==> src/rtl/cci_mpf_c0_rd_req_buffer.sv <==
// Channel-0 read-request staging buffer: absorbs AFU read requests in a FIFO and
// releases them to the QLP under QLP almost-full and an outstanding-read limit.
module cci_mpf_c0_rd_req_buffer #(
    parameter int CCI_TX_HDR_WIDTH = 61,
    parameter int DEPTH            = 16,
    parameter int ALMFULL_SLACK    = 4,
    parameter int MAX_OUTSTANDING  = 128,
    localparam int OUT_W           = $clog2(MAX_OUTSTANDING + 1)
) (
    input  logic                        clk,
    input  logic                        reset,
    input  logic [CCI_TX_HDR_WIDTH-1:0] afu_C0TxHdr,
    input  logic                        afu_C0TxRdValid,
    output logic                        afu_C0TxAlmFull,
    output logic [CCI_TX_HDR_WIDTH-1:0] qlp_C0TxHdr,
    output logic                        qlp_C0TxRdValid,
    input  logic                        qlp_C0TxAlmFull,
    input  logic                        qlp_C0RxRdValid,
    output logic [OUT_W-1:0]            outstanding,
    output logic                        err_overflow,
    output logic                        err_underflow
);

    localparam int PTR_W = $clog2(DEPTH);
    localparam int CNT_W = $clog2(DEPTH + 1);

    logic [CCI_TX_HDR_WIDTH-1:0] mem_q [DEPTH];
    logic [PTR_W-1:0]            wr_ptr_q, wr_ptr_d;
    logic [PTR_W-1:0]            rd_ptr_q, rd_ptr_d;
    logic [CNT_W-1:0]            count_q, count_d;
    logic [OUT_W-1:0]            outstanding_q, outstanding_d;
    logic [CCI_TX_HDR_WIDTH-1:0] hdr_q, hdr_d;
    logic                        valid_q, valid_d;
    logic                        almfull_q, almfull_d;
    logic                        err_ovf_q, err_ovf_d;
    logic                        err_unf_q, err_unf_d;
    logic                        full_s, empty_s, room_s;
    logic                        push_s, pop_s, ovf_s, unf_s;

    // Pop/push decisions from registered state plus same-cycle QLP inputs.
    always_comb begin
        full_s  = (count_q == CNT_W'(DEPTH));
        empty_s = (count_q == CNT_W'(0));
        room_s  = (outstanding_q < OUT_W'(MAX_OUTSTANDING));
        pop_s   = !empty_s && !qlp_C0TxAlmFull && (room_s || qlp_C0RxRdValid);
        // A push into a full FIFO is only legal when the head leaves the same cycle.
        push_s  = afu_C0TxRdValid && (!full_s || pop_s);
        ovf_s   = afu_C0TxRdValid && full_s && !pop_s;
    end

    // Next-state computation for FIFO bookkeeping, output register and counters.
    always_comb begin
        count_d       = count_q;
        outstanding_d = outstanding_q;
        unf_s         = 1'b0;
        case ({push_s, pop_s})
            2'b10:   count_d = count_q + CNT_W'(1);
            2'b01:   count_d = count_q - CNT_W'(1);
            default: count_d = count_q;
        endcase
        case ({pop_s, qlp_C0RxRdValid})
            2'b10: outstanding_d = outstanding_q + OUT_W'(1);
            2'b01: begin
                if (outstanding_q == OUT_W'(0)) begin
                    unf_s         = 1'b1;
                    outstanding_d = outstanding_q;
                end else begin
                    outstanding_d = outstanding_q - OUT_W'(1);
                end
            end
            default: outstanding_d = outstanding_q;
        endcase
        if (push_s) begin
            wr_ptr_d = wr_ptr_q + PTR_W'(1);
        end else begin
            wr_ptr_d = wr_ptr_q;
        end
        if (pop_s) begin
            rd_ptr_d = rd_ptr_q + PTR_W'(1);
            hdr_d    = mem_q[rd_ptr_q];
        end else begin
            rd_ptr_d = rd_ptr_q;
            hdr_d    = hdr_q;
        end
        valid_d   = pop_s;
        almfull_d = (count_d >= CNT_W'(DEPTH - ALMFULL_SLACK));
        err_ovf_d = err_ovf_q | ovf_s;
        err_unf_d = err_unf_q | unf_s;
    end

    // State registers with synchronous reset.
    always_ff @(posedge clk) begin
        if (reset) begin
            wr_ptr_q      <= '0;
            rd_ptr_q      <= '0;
            count_q       <= '0;
            outstanding_q <= '0;
            hdr_q         <= '0;
            valid_q       <= 1'b0;
            almfull_q     <= 1'b0;
            err_ovf_q     <= 1'b0;
            err_unf_q     <= 1'b0;
        end else begin
            wr_ptr_q      <= wr_ptr_d;
            rd_ptr_q      <= rd_ptr_d;
            count_q       <= count_d;
            outstanding_q <= outstanding_d;
            hdr_q         <= hdr_d;
            valid_q       <= valid_d;
            almfull_q     <= almfull_d;
            err_ovf_q     <= err_ovf_d;
            err_unf_q     <= err_unf_d;
        end
    end

    // FIFO storage; stale entries are harmless because the pointers reset.
    always_ff @(posedge clk) begin
        if (push_s && !reset) begin
            mem_q[wr_ptr_q] <= afu_C0TxHdr;
        end
    end

    // Held high during reset so the AFU stays quiet; registered occupancy otherwise.
    assign afu_C0TxAlmFull = almfull_q | reset;
    assign qlp_C0TxHdr     = hdr_q;
    assign qlp_C0TxRdValid = valid_q;
    assign outstanding     = outstanding_q;
    assign err_overflow    = err_ovf_q;
    assign err_underflow   = err_unf_q;

endmodule

==> config.mk <==
export PLATFORM = sky130hd
export DESIGN_NAME = cci_mpf_c0_rd_req_buffer
export DESIGN_NICKNAME = d
export VERILOG_FILES = /design/src/rtl/cci_mpf_c0_rd_req_buffer.sv
export SDC_FILE = /design/constraint.sdc
export NUM_CORES = 1
export LEC_CHECK = 0
export ABC_AREA = 1
export BUFFER_PORTS_ARGS = -buffer_cell sky130_fd_sc_hd__buf_2
export CAP_MARGIN = 20
export CORE_MARGIN = 2
export CORE_UTILIZATION = 40
export DETAILED_ROUTE_END_ITERATION = 8
export GPL_TIMING_DRIVEN = 0
export MAX_ROUTING_LAYER = met4
export SETUP_SLACK_MARGIN = 0.1
export SLEW_MARGIN = 10
export SYNTH_ARGS = -nofsm -noshare
export SYNTH_HDL_FRONTEND = slang
export SYNTH_SLANG_ARGS = --single-unit
==> constraint.sdc <==
create_clock -name clk -period 8 [get_ports clk]
set_input_delay 2 -clock clk [delete_from_list [all_inputs] [get_ports clk]]
set_output_delay 2 -clock clk [all_outputs]
set_load 0.02 [all_outputs]
==> impl_metrics.yaml <==
outcome:
  run_status: "complete, no violations"
critical_path:
  cp-start-kind: "primary input"
  worstPathMaxFanout: 10
  cpPeakStageDelay_ns: 0.74
  cp.arrival_ns: 3.80
  path_class: "primary input to output port"
  crit_chain: "clkbuf_1, clkbuf_1, or2_2, buf_2"
  crit_top_cell: "clkbuf_1"
  cp-end-kind: "output port"
  slowest_stage: "clkbuf_1"
  crit_required_ns: 6.00
pwr:
  swShare: 0.331
  seq_power_share: 0.421
  powerDensity_nw_per_um2: 313
  internal-power_w: 0.0101
  power.switching_w: 0.00500
  pwr-share-clk: 0.326
  p_comb_frac: 0.252
  p_leak_nw: 16.4
  finalPower_w: 0.0151
  peakVddDrop_uv: 170
synth:
  synthSimpleGateAreaFrac: 0.0773
  syn_inst: 3216
  async_flop_share: 0
  synthAdderAreaFrac: 0.00413
  syn_nets: 3295
  syn_area_per_cell_um2: 12.8
  synth_edf_count: 976
  yosysTopAreaCell: "edfxtp_1"
  muxShareOfSynthArea: 0
  synth_xor_area_frac: 0.00149
  yosysTopAreaCellShare: 0.711
  synth-compound-area-share: 0.133
  synth_area_leaders: "edfxtp_1 71%, nor2_1 6.5%, o21ai_0 6.2%"
  yosysUniqueCellTypes: 34
  yosysWarnings: 0
  synth_seq_cells: 1062
  synth_flop_cell: "edfxtp_1"
  seq_area_frac_synth: 0.753
  syn_area_um2: 41200
  synth_top_family_by_area: "compound AO/OA/AOI/OAI gates"
cells_and_area:
  nets: 3625
  fillers: 8966
  syn_to_final_growth_pct: 16.8
  antennaDiodeCount: 0
  drive_gt1_frac: 0.122
min_path:
  hp-class: "flop to flop"
timing:
  hold_viol: 0
  slew_viol_final: 0
  period_share: 0.725
  hold_ws_ns: 0.475
  setup_viol: 0
  rsz0062_at_grt: "false"
  finClkSkew_ns: 0.0283
  finalCriticalPeriod_ns: 5.80
  relSlewSlack: 0.152
  tightest_slew_ns: 1.27
  max_freq_mhz: 172
clocking:
  post_cts.repair.setup_buffers: 0
  clock_latency_ns: 0.69
  clock_path_buffers: 3
  cts_buffers: 106
  cts_resized: 0
  ctsRootBufferMaster: "clkbuf_16"
  cts_hold_buffers: 0
  htreeDepth: 3
  clock_sinks: 1062
  clk_pin_slew_ns: 0.06
  cts_tree: "yes"
routing:
  drc: 0
  vias: 28033
  final_antenna_net_count: 0
  drt_iter0_drc: 3375
  wl_mm: 123
  routedWlPerCell_um: 24.5
  drt_first_pass_iters: 7
  drt-vias-per-instance: 5.60
floorplanning:
  die-area_um2: 106000
  die_width_um: 325
  io_pins: 139
  rows: 117
  die_h_um: 325
  start_util: 0.404
  core_um2: 102000
global_route:
  grt-ovfl-total: 0
  grt_use_total: 0.234
  antenna_found_initial: 5
  grt_pass1_vias: 26450
  grt_max_degree: 25
  grt_pass1_wl_mm: 177
place:
  numPortBuffers: 137
  dp.final_hpwl_mm: 83.1
  finalWeightedCongestion: 0.828
job:
  drv_cap: 0
## cell families (layout without fill, tap and decap cells)
kind of cell,Yosys count,after routing
XOR/XNOR,7,7
adder cells (fa/ha/maj),13,13
AO/OA/AOI/OAI,986,986
flip-flops,1062,1062
AND/OR/NAND/NOR,824,824
buffers and inverters,324,745
## area by class of cell
class	count	area (um^2)	area share
buffer	227	945	0.0196
clock buffer	138	2860	0.0593
clock inverter	61	561	0.0116
inverter	97	364	0.00756
multi-input combinational	1830	9000	0.187
sequential	1062	31000	0.644
tap	1368	1710	0.0355
timing repair buffer	222	1720	0.0357
## critical path: cells and delay by family
family                 cells  cell delay [ns]
buffers and inverters      3             1.53
and+or+nand+nor            1             0.25
## synthesized netlist by cell type (all sizes together), types with 2 or more instances
| master | instances |
|---|---|
| clkbuf | 175 |
| nand2 | 44 |
| o22ai | 245 |
| buf | 52 |
| o221ai | 48 |
| nor4 | 2 |
| nand4 | 5 |
| a21oi | 22 |
| ha | 12 |
| nor3 | 8 |
| dfxtp | 86 |
| o21ai | 655 |
| edfxtp | 976 |
| xor2 | 6 |
| nand3 | 48 |
| o211ai | 12 |
| inv | 97 |
| nor2 | 715 |
## flip-flops by register name, indices dropped and copies added, names as in the netlist
signal	cells
almfull_q	1
count_q	5
err_overflow	1
err_underflow	1
mem_q	976
outstanding	8
qlp_C0TxHdr	61
qlp_C0TxRdValid	1
rd_ptr_q	4
wr_ptr_q	4
## placed cells by master, fill, tap and decap left out, types with 48 or more instances in the layout
cell type	count
clkbuf_16	108
buf_2	175
buf_4	53
inv_1	92
edfxtp_1	976
dfxtp_1	86
nor2_1	706
o221ai_1	48
clkbuf_1	201
nand3_1	48
o22ai_1	245
o21ai_1	145
o21ai_0	509
## routing by layer
metal  share of wire  global-route usage  vias up
met5               0                   -        -
met4           0.033              0.0802        0
met3           0.086              0.0351      217
met2            0.46               0.360     1407
met1            0.42               0.318    13841
li1                -                   -    12568
## metrics by stage
step                      utilization  instances  cell area [um^2]  worst slack (ns)   TNS, ns
after floorplan                     -       3216             41200             0.503         0
after global placement          0.428       4721             43600             -4.91  -2678.41
after detailed placement        0.439       4806             44800              2.14         0
after CTS                       0.472       5005             48200              2.14         0
after global routing            0.472       5005             48200              2.14         0
final                           0.472       5005             48200              2.20         0
## path summary, 6_finish.rpt
check                              startpoint                 endpoint  slack, ns  cells after the start
setup / recovery                        reset          afu_C0TxAlmFull       2.20                      4
hold reg to reg       err_overflow$_SDFF_PP0_  err_overflow$_SDFF_PP0_       0.48                      2
setup reg to reg  outstanding[7]$_SDFFE_PP0P_   mem_q[1][28]$_DFFE_PP_       4.77                     11
hold / removal        err_overflow$_SDFF_PP0_  err_overflow$_SDFF_PP0_       0.48                      2
## power groups by stage
stage / Clock (W) / Combinational, W / Sequential (W)
CTS: 0.00497 / 0.00378 / 0.00637
detailed placement: 0 / 0.00376 / 0.00648
global placement: 0 / 0.00371 / 0.00649
global route: 0.00518 / 0.00412 / 0.00638
floorplan: 0 / 0.00208 / 0.00663
finish: 0.00493 / 0.00381 / 0.00636
Power figures use the tool's default switching activity.
